File: config.mk
export PLATFORM = sky130hd
export DESIGN_NAME = regn_univ_flat
export DESIGN_NICKNAME = d
export VERILOG_FILES = /design/src/rtl/regn_pkg.sv /design/src/rtl/regn_univ_if.sv /design/src/rtl/regn_next.sv /design/src/rtl/regn_univ.sv /design/src/flat_wrapper.sv
export SDC_FILE = /design/constraint.sdc
export NUM_CORES = 1
export LEC_CHECK = 0
export BUFFER_PORTS_ARGS = -buffer_cell sky130_fd_sc_hd__buf_2
export CAP_MARGIN = 15
export CORE_UTILIZATION = 45
export CTS_BUF_LIST = sky130_fd_sc_hd__clkbuf_4 sky130_fd_sc_hd__clkbuf_8 sky130_fd_sc_hd__clkbuf_16
export DETAILED_ROUTE_END_ITERATION = 7
export HOLD_SLACK_MARGIN = 0.06
export PLACE_DENSITY = 0.69
export SLEW_MARGIN = 25
export SYNTH_ARGS = -nofsm -noshare
export SYNTH_HDL_FRONTEND = slang
export SYNTH_SLANG_ARGS = --single-unit
File: constraint.sdc
create_clock -name clk -period 1.8 [get_ports clk]
set_input_delay 0.09 -clock clk [delete_from_list [all_inputs] [get_ports clk]]
set_output_delay 0.09 -clock clk [all_outputs]
set_load 0.05 [all_outputs]
File: src/rtl/regn_pkg.sv
// Shared definitions for the universal register: mode encodings and width bounds.
package regn_pkg;

  localparam logic [2:0] MODE_HOLD = 3'b000;
  localparam logic [2:0] MODE_LOAD = 3'b001;
  localparam logic [2:0] MODE_SHL  = 3'b010;
  localparam logic [2:0] MODE_SHR  = 3'b011;
  localparam logic [2:0] MODE_ROL  = 3'b100;
  localparam logic [2:0] MODE_ROR  = 3'b101;
  localparam logic [2:0] MODE_INC  = 3'b110;
  localparam logic [2:0] MODE_DEC  = 3'b111;

  typedef enum logic [2:0] {
    OP_HOLD = 3'b000,
    OP_LOAD = 3'b001,
    OP_SHL  = 3'b010,
    OP_SHR  = 3'b011,
    OP_ROL  = 3'b100,
    OP_ROR  = 3'b101,
    OP_INC  = 3'b110,
    OP_DEC  = 3'b111
  } mode_e;

  localparam int WIDTH_MIN = 2;
  localparam int WIDTH_MAX = 32;

endpackage

File: src/rtl/regn_univ_if.sv
// Control/data bundle of the universal register.
// master drives operation and data; slave returns contents and flags.
interface regn_univ_if #(
  parameter int WIDTH = 8
);
  logic             EN;
  logic [2:0]       Mode;
  logic [WIDTH-1:0] Reg_In;
  logic             Ser_In;
  logic [WIDTH-1:0] Reg_Out;
  logic             Cout;
  logic             Zero;

  modport master (
    output EN, Mode, Reg_In, Ser_In,
    input  Reg_Out, Cout, Zero
  );

  modport slave (
    input  EN, Mode, Reg_In, Ser_In,
    output Reg_Out, Cout, Zero
  );
endinterface

File: src/rtl/regn_next.sv
// Next-state function of the universal register: value and carry per mode.
// Purely combinational; no backpressure.
module regn_next
  import regn_pkg::*;
#(
  parameter int WIDTH = 8
) (
  input  logic [WIDTH-1:0] old_value,
  input  logic             old_cout,
  input  logic [2:0]       mode,
  input  logic [WIDTH-1:0] reg_in,
  input  logic             ser_in,
  output logic [WIDTH-1:0] next_value,
  output logic             next_cout
);

  always_comb begin
    next_value = old_value;
    next_cout  = old_cout;
    case (mode)
      MODE_HOLD: begin
        next_value = old_value;
        next_cout  = old_cout;
      end
      MODE_LOAD: begin
        next_value = reg_in;
        next_cout  = 1'b0;
      end
      MODE_SHL: begin
        next_value = {old_value[WIDTH-2:0], ser_in};
        next_cout  = old_value[WIDTH-1];
      end
      MODE_SHR: begin
        next_value = {ser_in, old_value[WIDTH-1:1]};
        next_cout  = old_value[0];
      end
      MODE_ROL: begin
        next_value = {old_value[WIDTH-2:0], old_value[WIDTH-1]};
        next_cout  = old_value[WIDTH-1];
      end
      MODE_ROR: begin
        next_value = {old_value[0], old_value[WIDTH-1:1]};
        next_cout  = old_value[0];
      end
      // The extra top bit of the widened sum/difference is the carry/borrow.
      MODE_INC: {next_cout, next_value} = {1'b0, old_value} + {{WIDTH{1'b0}}, 1'b1};
      MODE_DEC: {next_cout, next_value} = {1'b0, old_value} - {{WIDTH{1'b0}}, 1'b1};
      default: begin
        next_value = old_value;
        next_cout  = old_cout;
      end
    endcase
  end

endmodule

File: src/rtl/regn_univ.sv
// Universal register (hold/load/shift/rotate/inc/dec) with carry and zero flags.
// Latency 1 cycle; accepts an operation every cycle, EN=0 holds.
module regn_univ
  import regn_pkg::*;
#(
  parameter int               WIDTH     = 8,
  parameter logic [WIDTH-1:0] RESET_VAL = '0
) (
  input logic        clk,
  input logic        res,
  regn_univ_if.slave bus
);

  if (WIDTH < WIDTH_MIN || WIDTH > WIDTH_MAX) begin : g_bad_width
    $error("regn_univ: WIDTH must be within 2..32");
  end

  logic [WIDTH:0]   state_q;
  logic [WIDTH-1:0] next_value;
  logic             next_cout;

  regn_next #(
    .WIDTH(WIDTH)
  ) u_next (
    .old_value (state_q[WIDTH-1:0]),
    .old_cout  (state_q[WIDTH]),
    .mode      (bus.Mode),
    .reg_in    (bus.Reg_In),
    .ser_in    (bus.Ser_In),
    .next_value(next_value),
    .next_cout (next_cout)
  );

  // Carry lives in the top bit so value and flag update as one stage.
  always_ff @(posedge clk) begin
    if (res) begin
      state_q <= {1'b0, RESET_VAL};
    end else if (bus.EN) begin
      state_q <= {next_cout, next_value};
    end
  end

  assign bus.Reg_Out = state_q[WIDTH-1:0];
  assign bus.Cout    = state_q[WIDTH];
  assign bus.Zero    = (state_q[WIDTH-1:0] == '0);

  a_mode_known : assert property (@(posedge clk) disable iff (res) bus.EN |-> !$isunknown(bus.Mode));

endmodule

File: src/flat_wrapper.sv
// flat-port wrapper written by rule: the top's interface ports become plain ports
module regn_univ_flat import regn_pkg::*;
#(
  parameter int               WIDTH     = 8,
  parameter logic [WIDTH-1:0] RESET_VAL = '0
)
  (clk, res, bus_EN, bus_Mode, bus_Reg_In, bus_Ser_In, bus_Reg_Out, bus_Cout, bus_Zero);
  regn_univ_if #(.WIDTH(WIDTH)) bus_i ();
  input logic clk;
  input logic res;
  input wire logic [$bits(bus_i.EN)-1:0] bus_EN;
  input wire logic [$bits(bus_i.Mode)-1:0] bus_Mode;
  input wire logic [$bits(bus_i.Reg_In)-1:0] bus_Reg_In;
  input wire logic [$bits(bus_i.Ser_In)-1:0] bus_Ser_In;
  output wire logic [$bits(bus_i.Reg_Out)-1:0] bus_Reg_Out;
  output wire logic [$bits(bus_i.Cout)-1:0] bus_Cout;
  output wire logic [$bits(bus_i.Zero)-1:0] bus_Zero;
  assign bus_i.EN = bus_EN;
  assign bus_i.Mode = bus_Mode;
  assign bus_i.Reg_In = bus_Reg_In;
  assign bus_i.Ser_In = bus_Ser_In;
  assign bus_Reg_Out = bus_i.Reg_Out;
  assign bus_Cout = bus_i.Cout;
  assign bus_Zero = bus_i.Zero;
  regn_univ #(.WIDTH(WIDTH), .RESET_VAL(RESET_VAL)) u_core (.clk(clk), .res(res), .bus(bus_i));
endmodule
Word-level counts from Yosys, hierarchy flattened. Index checks and enable logic that the tools add are counted.

$add $sub $neg: 2. Equality and inequality tests: 7. Multiplexer cells: 2. Bitwise operators: 1. Reductions and logical operators: 5.

Operators by type and width (count): 8-bit one-hot mux with 7 select lines (1); 3-bit == test (second input constant) (4); 8-bit by 1-bit adder with 9-bit output (second input constant) (1); 8-bit by 1-bit subtractor with 9-bit output (second input constant) (1); 8-bit logical NOT (1); 3-bit by 2-bit == test with 1-bit output (second input constant) (2); 1-bit one-hot mux with 5 select lines (1); 2-bit OR reduction (2); 3-bit by 1-bit == test with 1-bit output (second input constant) (1); 3-bit logical NOT (1); 2-bit AND reduction (1); 1-bit inverter (1).

Bits in registers: 9. Input port bits: 15. Output and inout bits: 10. Logic and storage cells: 18.

Depth between registers and ports, before layout. Gate-level depths: netlist of the first run.

Word-level depth: 3. Depth in mapped cells: 8. Gate-level depth less buffers: 7.

Hierarchy. Synthesis of the first run repeated with hierarchy kept, for this count alone.

Cells, all modules: 163. Area, all modules: 1179.9 µm².

By module, submodules not included: regn_next (instances 1, cells an instance 131, area an instance 848.3 µm², sequential area each 0.0 µm²); regn_univ (instances 1, cells an instance 32, area an instance 331.6 µm², sequential area each 180.2 µm²).

Worst setup path before layout of the first run. OpenSTA, ideal clock, no wires.

Path kind: register to output. Start: register u_core.state_q[5]. End: output bus_Zero. Arrival time: 2205 ps. Required time: 1710 ps. Slack: -495 ps. Cell stages (with the launch flop): 5. Path buffers: 1. Cells stage by stage: dfxtp_1 > clkbuf_8 > nor4_2 > nand2_1 > nor3_1.

Word-level cells in the longest chain between the ends: 1.

Ends and longest elaborated chain: start: declaration (line regn_univ.sv:18) `logic [WIDTH:0] state_q;`; start signal: assignment (line regn_univ.sv:37) `state_q <= {1'b0, RESET_VAL};`; start signal: assignment (line regn_univ.sv:39) `state_q <= {next_cout, next_value};`; 8-bit logical NOT (line regn_univ.sv:45) `assign bus.Zero = (state_q[WIDTH-1:0] == '0);`; end: declaration (line flat_wrapper.sv:17) `output wire logic [$bits(bus_i.Zero)-1:0] bus_Zero;`.

Every way passes these cells.

Worst setup path after layout of the first run.
Start: register u_core.state_q[2]. End: output bus_Zero.

Same word-level chain as after synthesis.

==> summary.md, run 1 <==
| Metric | Value |
|---|---|
| Worst-path cell chain | nor4_4, nand2_1, nor3_4, clkbuf_4 |
| Via/cell ratio | around 6.3 |
| Reg2reg start | u_core.state_q[2] |
| Hold path depth | 2 |
| IO Pins | 25 |
| Worst-Skew Late Latency | 0.27 ns |
| Core footprint | 2210 um^2 |
| Top FF cell, synth | dfxtp_1 |
| Distinct cells, synth | between 40 and 50 |
| Grt ovf | 0 |
| Final Instance Area | approximately 1200 um^2 |
| Clock power share | 19.5% |
| Pre-Repair DR Iteration Count | 4 |
| Max rail drop VDD | between 500 and 600 uV |
| Cell area after synthesis | approximately 1100 um^2 |
| Antenna-violating nets left | 0 |
| Post-CTS Setup Bufs | 0 |
| I/O Buffers | 24 |
| Slowest-stage cell, CP | dfxtp_1 |
| Fin cells | roughly 200 |
| Combinational power share | around 50% |
| Biggest register | u_core.state_q |
| Wirelength, routed | between 3000 and 4000 um |
| Clk sink count | 9 |
| P&R area growth vs syn | 13.6% |
| Sw Share | between 40% and 50% |
| Synth Instances | about 150 |
| Detail Placement HPWL | between 2000 and 2500 um |
| Synth top area share | between 10% and 20% |
| Initial antenna violation count | 0 |
| Global-route usage over all layers | 27.5% |
| Synth area leaders | dfxtp_1 17%, clkbuf_8 6.5%, nand2_1 5.6%, a21oi_1 5.2%, nor2_1 4.9% |
| Crit path max-delay family | simple AND/OR/NAND/NOR gates |
| Top-count cell post-synth | nand2_1 |
| Average cell area after synthesis | 7.30 um^2 |
| Max Slew Vio Count | 0 |
| Sequential share of the synthesized area | about 17% |
| NetSw | 457 uW |
| CTS HTree Levels | 1 |
| Max-cap viol count | 0 |
| Die W | between 50 and 60 um |
| Area of the multi-input gates | roughly 770 um^2 |
| Hold Startpoint | res |
| Fillers | 225 |
| Max FFs per register | 9 |
| EDFF count, synth | 0 |
| # DRC | 0 |
| First-pass GRT wire length | about 5200 um |
| DP Cell Count | roughly 190 |
| WP buf/inv | 1 |
| Min-Delay Path Class | in -> reg |
| Antenna cells | 0 |
| Full die area | 2570 um^2 |
| Vias in the first global route | about 1100 |
| Yosys top cell by area | dfxtp_1 |
| Critical path type | reg -> out |
| Status | finished, final reports clean |
| Fin crit period | 1.71 ns |
| Routed via count | 1236 |
| Area after DPL | 1170 um^2 |
| PD cells | around 800 nW/um^2 |
| Power after layout | around 960 uW |
| Relative max-transition margin | between 60 and 70% |
| Num CTS Buffers | 3 |
| Crit path max fanout | 12 |
| Top Registers | u_core.state_q: 9 flops |
| Slew @ Worst Pin | 0.462 ns |
| Required @ worst endpoint | approximately 1.7 ns |
| DRT iter0 DRCs | 52 |
| Cell-internal power | a little over 500 uW |
| DIE HEIGHT | slightly above 50 um |
| WL/cell | roughly 16 um |
| Syn_nets | around 160 |
| Clk root buf | clkbuf_4 |
| Final Hold Viols | 0 |
| R2r setup slk | about 0.15 ns |
| Synth warn | 0 |
| Commonest cells post-synth | 16 x nand2_1, 14 x nor2_1, 11 x a21oi_1 |
| Reg power frac | between 20% and 30% |
| Final setup vio count | 0 |
| Largest net degree at the start of global routing | 21 |
| Startpoint types | flip-flop |
| Reg area | ~190 um^2 |
| LEAKAGE | 0.504 nW |
| Yosys reg bits | 9 |
| Worst-path clk slew | around 0.070 ns |
| Worst path max stage delay | around 0.45 ns |
| Crit. End Element | output pin |
| CTS tree | done |
| Layout cells sized above 1 | 27.5% |
| FP Rows | 17 |
| R2r worst-path depth | 5 |
| Clock tree buffer depth | 2 |
| Final Skew | between 0.0009 and 0.001 ns |
| Hold Crit Endpoint | u_core.state_q[1] |
| Initial Util | between 40 and 50% |
| GP Congestion | 0.970 |
| FFs w/ async S/R, synth | 0% |
| Nets | approximately 190 |
| Max Freq | about 0.58 GHz |
| Arrival time at the worst endpoint | about 1.6 ns |
| Crit share post-route | 95.1% |
| R2R Path End | u_core.state_q[3] |
-- placed cells by master, fill, tap and decap left out, types with 2 or more instances in the layout --
cell type	Yosys	final
buf_2	1	23
nand2_1	16	16
nor2_1	14	14
a21oi_1	11	11
o21ai_0	9	9
buf_4	0	7
dfxtp_1	9	7
inv_1	5	5
nor3_1	6	5
clkbuf_4	0	5
a211oi_1	4	4
a31oi_1	4	4
nand2b_1	4	4
a22oi_1	4	4
xor2_1	4	4
mux2i_1	3	3
xnor2_1	3	3
a311oi_1	3	3
nor2b_1	2	2
o22ai_1	2	2
a221oi_1	2	2
and4_1	2	2
nand3_1	2	2
ha_1	2	2
-- metal layers --
metal,global-route usage (%),routed length (um),vias up
li1,-,-,589
met1,35.0,1310,556
met4,9.72,72,0
met5,0,0,-
met3,6.97,341,12
met2,44.4,1460,79
-- worst max path at each step --
stage	startpoint	to	slack, ns	cells past startpoint
finish	u_core.state_q[2]	bus_Zero	0.09	4
global route	u_core.state_q[2]	bus_Zero	-0.007	4
CTS	u_core.state_q[2]	bus_Zero	0.03	4
detailed placement	u_core.state_q[0]	u_core.state_q[2]	0.20	6
global placement	u_core.state_q[0]	u_core.state_q[2]	0.24	6
floorplan	u_core.state_q[2]	u_core.state_q[5]	0.04	6
-- through the flow --
step                      util [%]  hold WS (ns)  setup WS [ns]  setup TNS [ns]
after global placement        52.8         0.391          0.235               0
after CTS                     54.1         0.104         0.0288               0
after detailed placement      52.8         0.394          0.202               0
after floorplan                  -         0.189         0.0444               0
after global routing          54.8         0.117       -0.00680        -0.00680
final                         54.8         0.114         0.0878               0
-- what timing repair did --
item / CTS / global route
gates resized for setup: 0 / 3
hold buffers: 0 / 0
setup endpoints to repair: 0 / 2
-- worst reg2reg max path, delay by kind of cell, from the launching register on --
kind	cells	cell delay, ns
and+or+nand+nor	2	0.29
AOI/OAI and AO/OA	3	0.65
DFF	1	0.61
-- power groups by stage --
stage                     Combinational, mW  Clock (mW)  Sequential, mW
after floorplan                       0.312           0           0.339
after global placement                0.475           0           0.280
after detailed placement              0.481           0           0.282
after CTS                             0.482       0.191           0.277
after global routing                  0.534       0.202           0.284
final                                 0.494       0.188           0.283
-- kinds of logic (layout without fill, tap and decap cells) --
family,count (synthesis),count (layout),synth area share [%]
flops,9,9,16.9
buf+inv,19,40,13.0
compound gates,48,48,30.3
fa+ha+maj,2,2,2.35
mux,4,4,3.87
simple gates,57,57,27.8
xor+xnor,7,7,5.75
-- area by class of cell --
cell class	instances	area share, %
inverters	5	1.55
well taps	28	2.89
clock buffers	4	2.48
flip-flops and latches	9	15.3
repair buffers	31	14.5
multi-input cells	118	63.3
No activity file was read; power rests on OpenSTA's default activity.
==> run 2, diff against run 1 <==
Settings changed: CELL_PAD_IN_SITES_DETAIL_PLACEMENT from default to 0, CELL_PAD_IN_SITES_GLOBAL_PLACEMENT from default to 1, CORE_UTILIZATION 45 to 38, PLACE_DENSITY 0.69 to default, PLACE_DENSITY_LB_ADDON from default to 0.1, REMOVE_ABC_BUFFERS from default to 1.
==> run 2 against run 1 <==
Effect of this change: clock-buffer cell count unchanged; clock skew barely moved; final area up 0.72%; highest routed layer unchanged; clock power barely moved; largest cell class unchanged; largest power group unchanged.
==> summary.md, run 2 (synthesis gave the netlist of run 1 again) <==
| Metric | Value |
|---|---|
| Die W | 55.0 um (was 50.7 um) |
| Hold path depth | 2 (unchanged) |
| Arrival time at the worst endpoint | 1.81 ns (was 1.62 ns) |
| PD cells | 773 nW/um^2 (was 796 nW/um^2) |
| Top Registers | u_core.state_q: 9 flops (unchanged) |
| Hold slack | 0.135 ns (was 0.114 ns) |
| Area after DPL | 1180 um^2 (was 1170 um^2) |
| Max Slew Vio Count | 0 (unchanged) |
| Critical path type | reg -> reg (was reg -> out) |
| CTS tree | done (unchanged) |
| Post-CTS Setup Bufs | 0 (unchanged) |
| Grt ovf | 0 (unchanged) |
| Nets | 188 (was 185) |
| Final setup vio count | 0 (unchanged) |
| First-pass GRT wire length | 5570 um (was 5240 um) |
| R2r worst-path depth | 6 (was 5) |
| IO Pins | 25 (unchanged) |
| M1 GR Usage | 36.1% (was 35.0%) |
| Final WS setup | 0.148 ns (was 0.0878 ns) |
| Power after layout | 943 uW (was 964 uW) |
| Initial Util | 41.5% (was 48.2%) |
| Commonest non-fill, non-tap cells in the layout | 23 x buf_2, 16 x nand2_1, 14 x nor2_1 (unchanged) |
| Clock power share | 19.9% (was 19.5%) |
| RSZ-0062 raised after global routing | no |
| Clock tree buffer depth | 2 (unchanged) |
| Max FFs per register | 9 (unchanged) |
| GP Congestion | 0.880 (was 0.970) |
| CTS HTree Levels | 1 (unchanged) |
| P&R area growth vs syn | 14.4% (was 13.6%) |
| Core footprint | 2570 um^2 (was 2210 um^2) |
| Required @ worst endpoint | 1.96 ns (was 1.71 ns) |
| LEAKAGE | 0.517 nW (was 0.504 nW) |
| Antenna-violating nets left | 0 (unchanged) |
| DRT iter0 DRCs | 52 (unchanged) |
| FP Rows | 18 (was 17) |
| Met3 Use GR | 4.64% (was 6.97%) |
| Global routing usage on met2 | 41.0% (was 44.4%) |
| Most Used Layer, Global Route | met2 (unchanged) |
| Final Skew | 0.000599 ns (was 0.000911 ns) |
| Routed via count | 1233 (was 1236) |
| Clk root buf | clkbuf_4 (unchanged) |
| Min-Delay Path Class | in -> reg (unchanged) |
| Crit path max fanout | 10 (was 12) |
| Crit share post-route | 91.8% (was 95.1%) |
| Pre-CTS setup slack | 0.183 ns (was 0.202 ns) |
| Max Freq | 0.605 GHz (was 0.584 GHz) |
| DIE HEIGHT | 55.0 um (was 50.7 um) |
| Wirelength, routed | 3390 um (was 3180 um) |
| Final Hold Viols | 0 (unchanged) |
| Worst-path clk slew | 0.07 ns (about the same) |
| Detail Placement HPWL | 2480 um (was 2290 um) |
| Worst-Skew Late Latency | 0.26 ns (was 0.27 ns) |
| Via/cell ratio | 6.17 (was 6.34) |
| Clk sink count | 9 (unchanged) |
| Initial antenna violation count | 0 (unchanged) |
| # DRC | 0 (unchanged) |
| Global-route usage over all layers | 26.2% (was 27.5%) |
| Cell-internal power | 496 uW (was 507 uW) |
| Pre-Repair DR Iteration Count | 4 (unchanged) |
| Largest net degree at the start of global routing | 20 (was 21) |
| Layout cells sized above 1 | 27.1% (was 27.5%) |
| NetSw | 447 uW (was 457 uW) |
| Slew @ Worst Pin | 0.475 ns (was 0.462 ns) |
| I/O Buffers | 24 (unchanged) |
| Hold buffers post-CTS | 0 (unchanged) |
| WL/cell | 16.9 um (was 16.3 um) |
| Max-cap viol count | 0 (unchanged) |
| Antenna cells | 0 (unchanged) |
| Fillers | 289 (was 225) |
| Startpoint types | flip-flop (unchanged) |
| Full die area | 3020 um^2 (was 2570 um^2) |
| Sw Share | 47.4% (about the same) |
| Final Instance Area | 1220 um^2 (was 1210 um^2) |
| Combinational power share | 49.5% (was 51.2%) |
| Status | finished, final reports clean (unchanged) |
| Biggest register | u_core.state_q (unchanged) |
| Reg power frac | 30.6% (was 29.3%) |
| Fin crit period | 1.65 ns (was 1.71 ns) |
| Most common cell after layout, fill and taps aside | buf_2 (unchanged) |
| Crit. End Element | flip-flop (was output pin) |
| Num CTS Buffers | 3 (unchanged) |
| Relative max-transition margin | 68.2% (was 69.2%) |
| Max rail drop VDD | 516 uV (was 531 uV) |
| Vias in the first global route | 1165 (was 1113) |
## run 2: cell count changes in the layout (fill, tap and decap cells not counted)
cell / before / now
buf_4: 7 / 11
clkbuf_4: 5 / 4
dfxtp_1: 7 / 9
dfxtp_2: 1 / 0
dfxtp_4: 1 / 0
nor3_1: 5 / 6
nor3_4: 1 / 0
## run 2: per-stage QoR
stage | instances | setup TNS, ns | util, %
floorplan | 132 | -0.493 | -
global placement | 196 | 0 | 45.9
detailed placement | 196 | 0 | 45.9
CTS | 200 | 0 | 47.1
global route | 200 | 0 | 47.5
finish | 200 | 0 | 47.5
## run 2: final cells by class
class                   count  area [um^2]  area share (%)
multi-input cells         118          756            61.9
repair buffers             34          198            16.2
flip-flops and latches      9          180            14.8
well taps                  30         37.5            3.08
clock buffers               4         30.0            2.46
inverters                   5         18.8            1.54
## run 2: metal layers
layer  vias up  wire length [um]
li1        592                 -
met1       583              1530
met2        54              1580
met3         4               238
met4         0                31
met5         -                 0
## run 2: worst paths after layout
| kind | from | endpoint | slack, ns |
|---|---|---|---|
| min | res | u_core.state_q[5] | 0.14 |
| min reg2reg | u_core.state_q[8] | u_core.state_q[8] | 0.62 |
| max | u_core.state_q[1] | u_core.state_q[2] | 0.15 |
| max reg2reg | u_core.state_q[1] | u_core.state_q[2] | 0.15 |
## run 2: worst max-delay path, stage by stage (launching register included)
cell and delay, ns:
dfxtp_1 0.52, inv_1 0.13, ha_1 0.24, a21oi_1 0.19, xor2_1 0.15, a211oi_1 0.08
a211o_1 0.22
## run 2: what timing repair did
action                                  4_1_cts  5_1_grt
endpoints found under the setup margin        0        1
hold endpoints to repair                      0        0
resized for setup                             0        3
## run 2: power groups by stage
stage / Combinational [mW] / Clock, mW / Sequential (mW)
after detailed placement: 0.456 / 0 / 0.288
final: 0.467 / 0.188 / 0.288
after CTS: 0.457 / 0.189 / 0.283
after global routing: 0.503 / 0.208 / 0.292
after floorplan: 0.213 / 0 / 0.373
after global placement: 0.454 / 0 / 0.287
==> run 3, diff against run 2 <==
Settings changed: CORE_UTILIZATION 38 to 39, SYNTH_HIERARCHICAL from default to 1.
==> run 3 against run 2 <==
Effect of this change: the flow now finishes with violations (DRC); die area rose by 7.6%; fmax fell by 4.6%; register-to-register slack lost 0.07 ns; sequential power decreased by 16%; first-iteration DRC count is 140% higher; largest cell class unchanged; largest power group unchanged.
==> summary.md, run 3 <==
| Metric | Value |
|---|---|
| Arrival time at the worst endpoint | 1.64 ns (was 1.81 ns) |
| Nets | 210 (was 188) |
| Clock power share | 21.3% (was 19.9%) |
| Via/cell ratio | 6.11 (was 6.17) |
| Biggest register | u_core/state_q (was u_core.state_q) |
| Slew @ Worst Pin | 0.455 ns (was 0.475 ns) |
| DP Cell Count | 219 (was 196) |
| Most common cell after layout, fill and taps aside | buf_2 (unchanged) |
| Wire length on met3 | 223 um (was 238 um) |
| I/O Buffers | 24 (unchanged) |
| Global-route usage over all layers | 23.6% (was 26.2%) |
| Clock tree buffer depth | 2 (unchanged) |
| Max rail drop VDD | 400 uV (was 516 uV) |
| Crit share post-route | 96.2% (was 91.8%) |
| PD cells | 575 nW/um^2 (was 773 nW/um^2) |
| Max-cap viol count | 0 (unchanged) |
| Hold buffers post-CTS | 0 (unchanged) |
| Initial antenna violation count | 0 (unchanged) |
| FP Rows | 19 (was 18) |
| CTS resizes | 2 (was 0) |
| Pre-CTS setup slack | -0.0452 ns (was 0.183 ns) |
| Initial Util | 42.1% (was 41.5%) |
| Fin cells | 223 (was 200) |
| Post-CTS Setup Bufs | 0 (unchanged) |
| Sw Share | 42.0% (was 47.4%) |
| First-pass GRT wire length | 5930 um (was 5570 um) |
| Combinational power share | 49.7% (was 49.5%) |
| GP Congestion | 0.902 (was 0.880) |
| Max Freq | 0.577 GHz (was 0.605 GHz) |
| Commonest cells post-synth | 21 x nor2_1, 13 x mux2i_1, 9 x buf_2, 9 x dfxtp_1, 9 x nand2_1 (was 16 x nand2_1, 14 x nor2_1, 11 x a21oi_1) |
| Worst-path clk slew | 0.07 ns (about the same) |
| Hold path depth | 2 (unchanged) |
| Max Slew Vio Count | 0 (unchanged) |
| Vias in the first global route | 1206 (was 1165) |
| Top Registers | u_core/state_q: 9 flops (was u_core.state_q: 9 flops) |
| Hold Startpoint | res (unchanged) |
| Synth top area share | 15.3% (was 16.9%) |
| Average cell area after synthesis | 7.24 um^2 (was 7.30 um^2) |
| Synth area leaders | dfxtp_1 15%, mux2i_1 11%, nor2_1 6.7%, buf_2 3.8%, o21ai_0 3.4% (was dfxtp_1 17%, clkbuf_8 6.5%, nand2_1 5.6%, a21oi_1 5.2%, nor2_1 4.9%) |
| Distinct cells, synth | 55 (was 47) |
| WL/cell | 16.6 um (was 16.9 um) |
| Routed via count | 1363 (was 1233) |
| Highest metal used | met4 (unchanged) |
| P&R area growth vs syn | 22.2% (was 14.4%) |
| Cell area after synthesis | 1180 um^2 (was 1070 um^2) |
| Critical path type | reg -> out (was reg -> reg) |
| Grt ovf | 0 (unchanged) |
| Min-Delay Path Class | in -> reg (unchanged) |
| Final Hold Viols | 0 (unchanged) |
| FFs w/ async S/R, synth | 0% (unchanged) |
| Crit path max fanout | 7 (was 10) |
| Layout cells sized above 1 | 30.2% (was 27.1%) |
| Top FF cell, synth | dfxtp_1 (unchanged) |
| Routed wl met2 | 1670 um (was 1580 um) |
| RSZ-0062 raised after global routing | yes (was no) |
| Antenna-violating nets left | 0 (unchanged) |
| IO Pins | 25 (unchanged) |
| Largest net degree at the start of global routing | 25 (was 20) |
| LEAKAGE | 0.645 nW (was 0.517 nW) |
| Max FFs per register | 9 (unchanged) |
| Met1 Wirelength | 1770 um (was 1530 um) |
| CTS HTree Levels | 1 (unchanged) |
| Crit path launch | u_core/state_q[7] (was u_core.state_q[1]) |
| # DRC | 4 (was 0) |
| Yosys reg bits | 9 (unchanged) |
| CTS tree | done (unchanged) |
| Wirelength, routed | 3710 um (was 3390 um) |
| Antenna cells | 0 (unchanged) |
| Yosys top cell by area | dfxtp_1 (unchanged) |
| Detail Placement HPWL | 2770 um (was 2480 um) |
| Failing checks | DRC |
| DRT iter0 DRCs | 123 (was 52) |
| Reg power frac | 29.0% (was 30.6%) |
| Final setup vio count | 0 (unchanged) |
| EDFF count, synth | 0 (unchanged) |
| Fin crit period | 1.73 ns (was 1.65 ns) |
| Pre-Repair DR Iteration Count | 6 (was 4) |
| Status | finished with violations (was finished, final reports clean) |
| DIE HEIGHT | 57.0 um (was 55.0 um) |
| Required @ worst endpoint | 1.71 ns (was 1.96 ns) |
| Num CTS Buffers | 3 (unchanged) |
| Clk root buf | clkbuf_4 (unchanged) |
| Commonest non-fill, non-tap cells in the layout | 23 x buf_2, 21 x nor2_1, 19 x buf_4 (was 23 x buf_2, 16 x nand2_1, 14 x nor2_1) |
| Worst-Skew Late Latency | 0.27 ns (was 0.26 ns) |
| Startpoint types | flip-flop (unchanged) |
| Reg2reg start | u_core/state_q[2] (was u_core.state_q[1]) |
| Die W | 57.0 um (was 55.0 um) |
| Synth Instances | 163 (was 146) |
| Top-count cell post-synth | nor2_1 (was nand2_1) |
| Hold slack | 0.113 ns (was 0.135 ns) |
| R2r worst-path depth | 6 (unchanged) |
| Clk sink count | 9 (unchanged) |
| Synth warn | 6 (was 0) |
| Full die area | 3250 um^2 (was 3020 um^2) |
| Final WS setup | 0.0682 ns (was 0.148 ns) |
| Cell-internal power | 481 uW (was 496 uW) |
| Crit. End Element | output pin (was flip-flop) |
| Final Skew | 0.00867 ns (was 0.000599 ns) |
| Relative max-transition margin | 69.3% (was 68.2%) |
| Sequential share of the synthesized area | 15.3% (was 16.9%) |
| NetSw | 348 uW (was 447 uW) |
| Core footprint | 2810 um^2 (was 2570 um^2) |
run 3: per-stage QoR:
stage	utilization (%)	TNS (ns)	total power, mW	instance area, um^2
2_1_floorplan	-	-1.60	0.483	1080
3_3_place_gp	49.3	-0.0141	0.629	1380
3_5_place_dp	49.3	-0.0452	0.633	1380
4_1_cts	50.7	0	0.823	1420
5_1_grt	51.4	-0.00681	0.882	1440
6_report	51.4	0	0.829	1440
run 3: path summary, 6_finish.rpt:
kind	slack, ns	end
min	0.11	u_core/state_q[4]
max reg2reg	0.08	u_core/state_q[7]
max	0.07	bus_Zero
min reg2reg	0.57	u_core/state_q[8]
run 3: final cells by class:
cell class | instances | area, um^2
Clock buffer | 4 | 30.0
Multi-Input combinational cell | 130 | 896
Tap cell | 31 | 38.8
Fill cell | 296 | 1360
Sequential cell | 9 | 185
Timing Repair Buffer | 43 | 269
Inverter | 6 | 22.5
run 3: worst max-delay path, stage by stage, from the launching register on:
cell	delay, ns
dfxtp_2	0.37
buf_4	0.18
or4_1	0.53
nor2_1	0.14
buf_6	0.17
run 3: kinds of logic after synthesis:
kind of cell	count (synthesis)	share of synthesized area (%)
adders and majority gates	2	2.12
muxes	14	12.0
xor gates and xnor gates	3	2.23
DFF	9	15.3
and+or+nand+nor	66	30.5
buffers and inverters	24	10.3
AOI/OAI and AO/OA	45	27.6
run 3: power by group through the flow:
stage	sequential, mW	combinational (mW)	clock [mW]
5_1_grt	0.244	0.441	0.197
3_5_place_dp	0.242	0.391	0
4_1_cts	0.238	0.398	0.187
2_1_floorplan	0.296	0.187	0
3_3_place_gp	0.242	0.387	0
6_report	0.241	0.412	0.176
run 3: per-layer routing:
layer | global-route usage (%) | vias to the layer above
li1 | - | 668
met2 | 35.8 | 50
met4 | 9.06 | 0
met5 | 0 | -
met1 | 34.9 | 639
met3 | 1.36 | 6
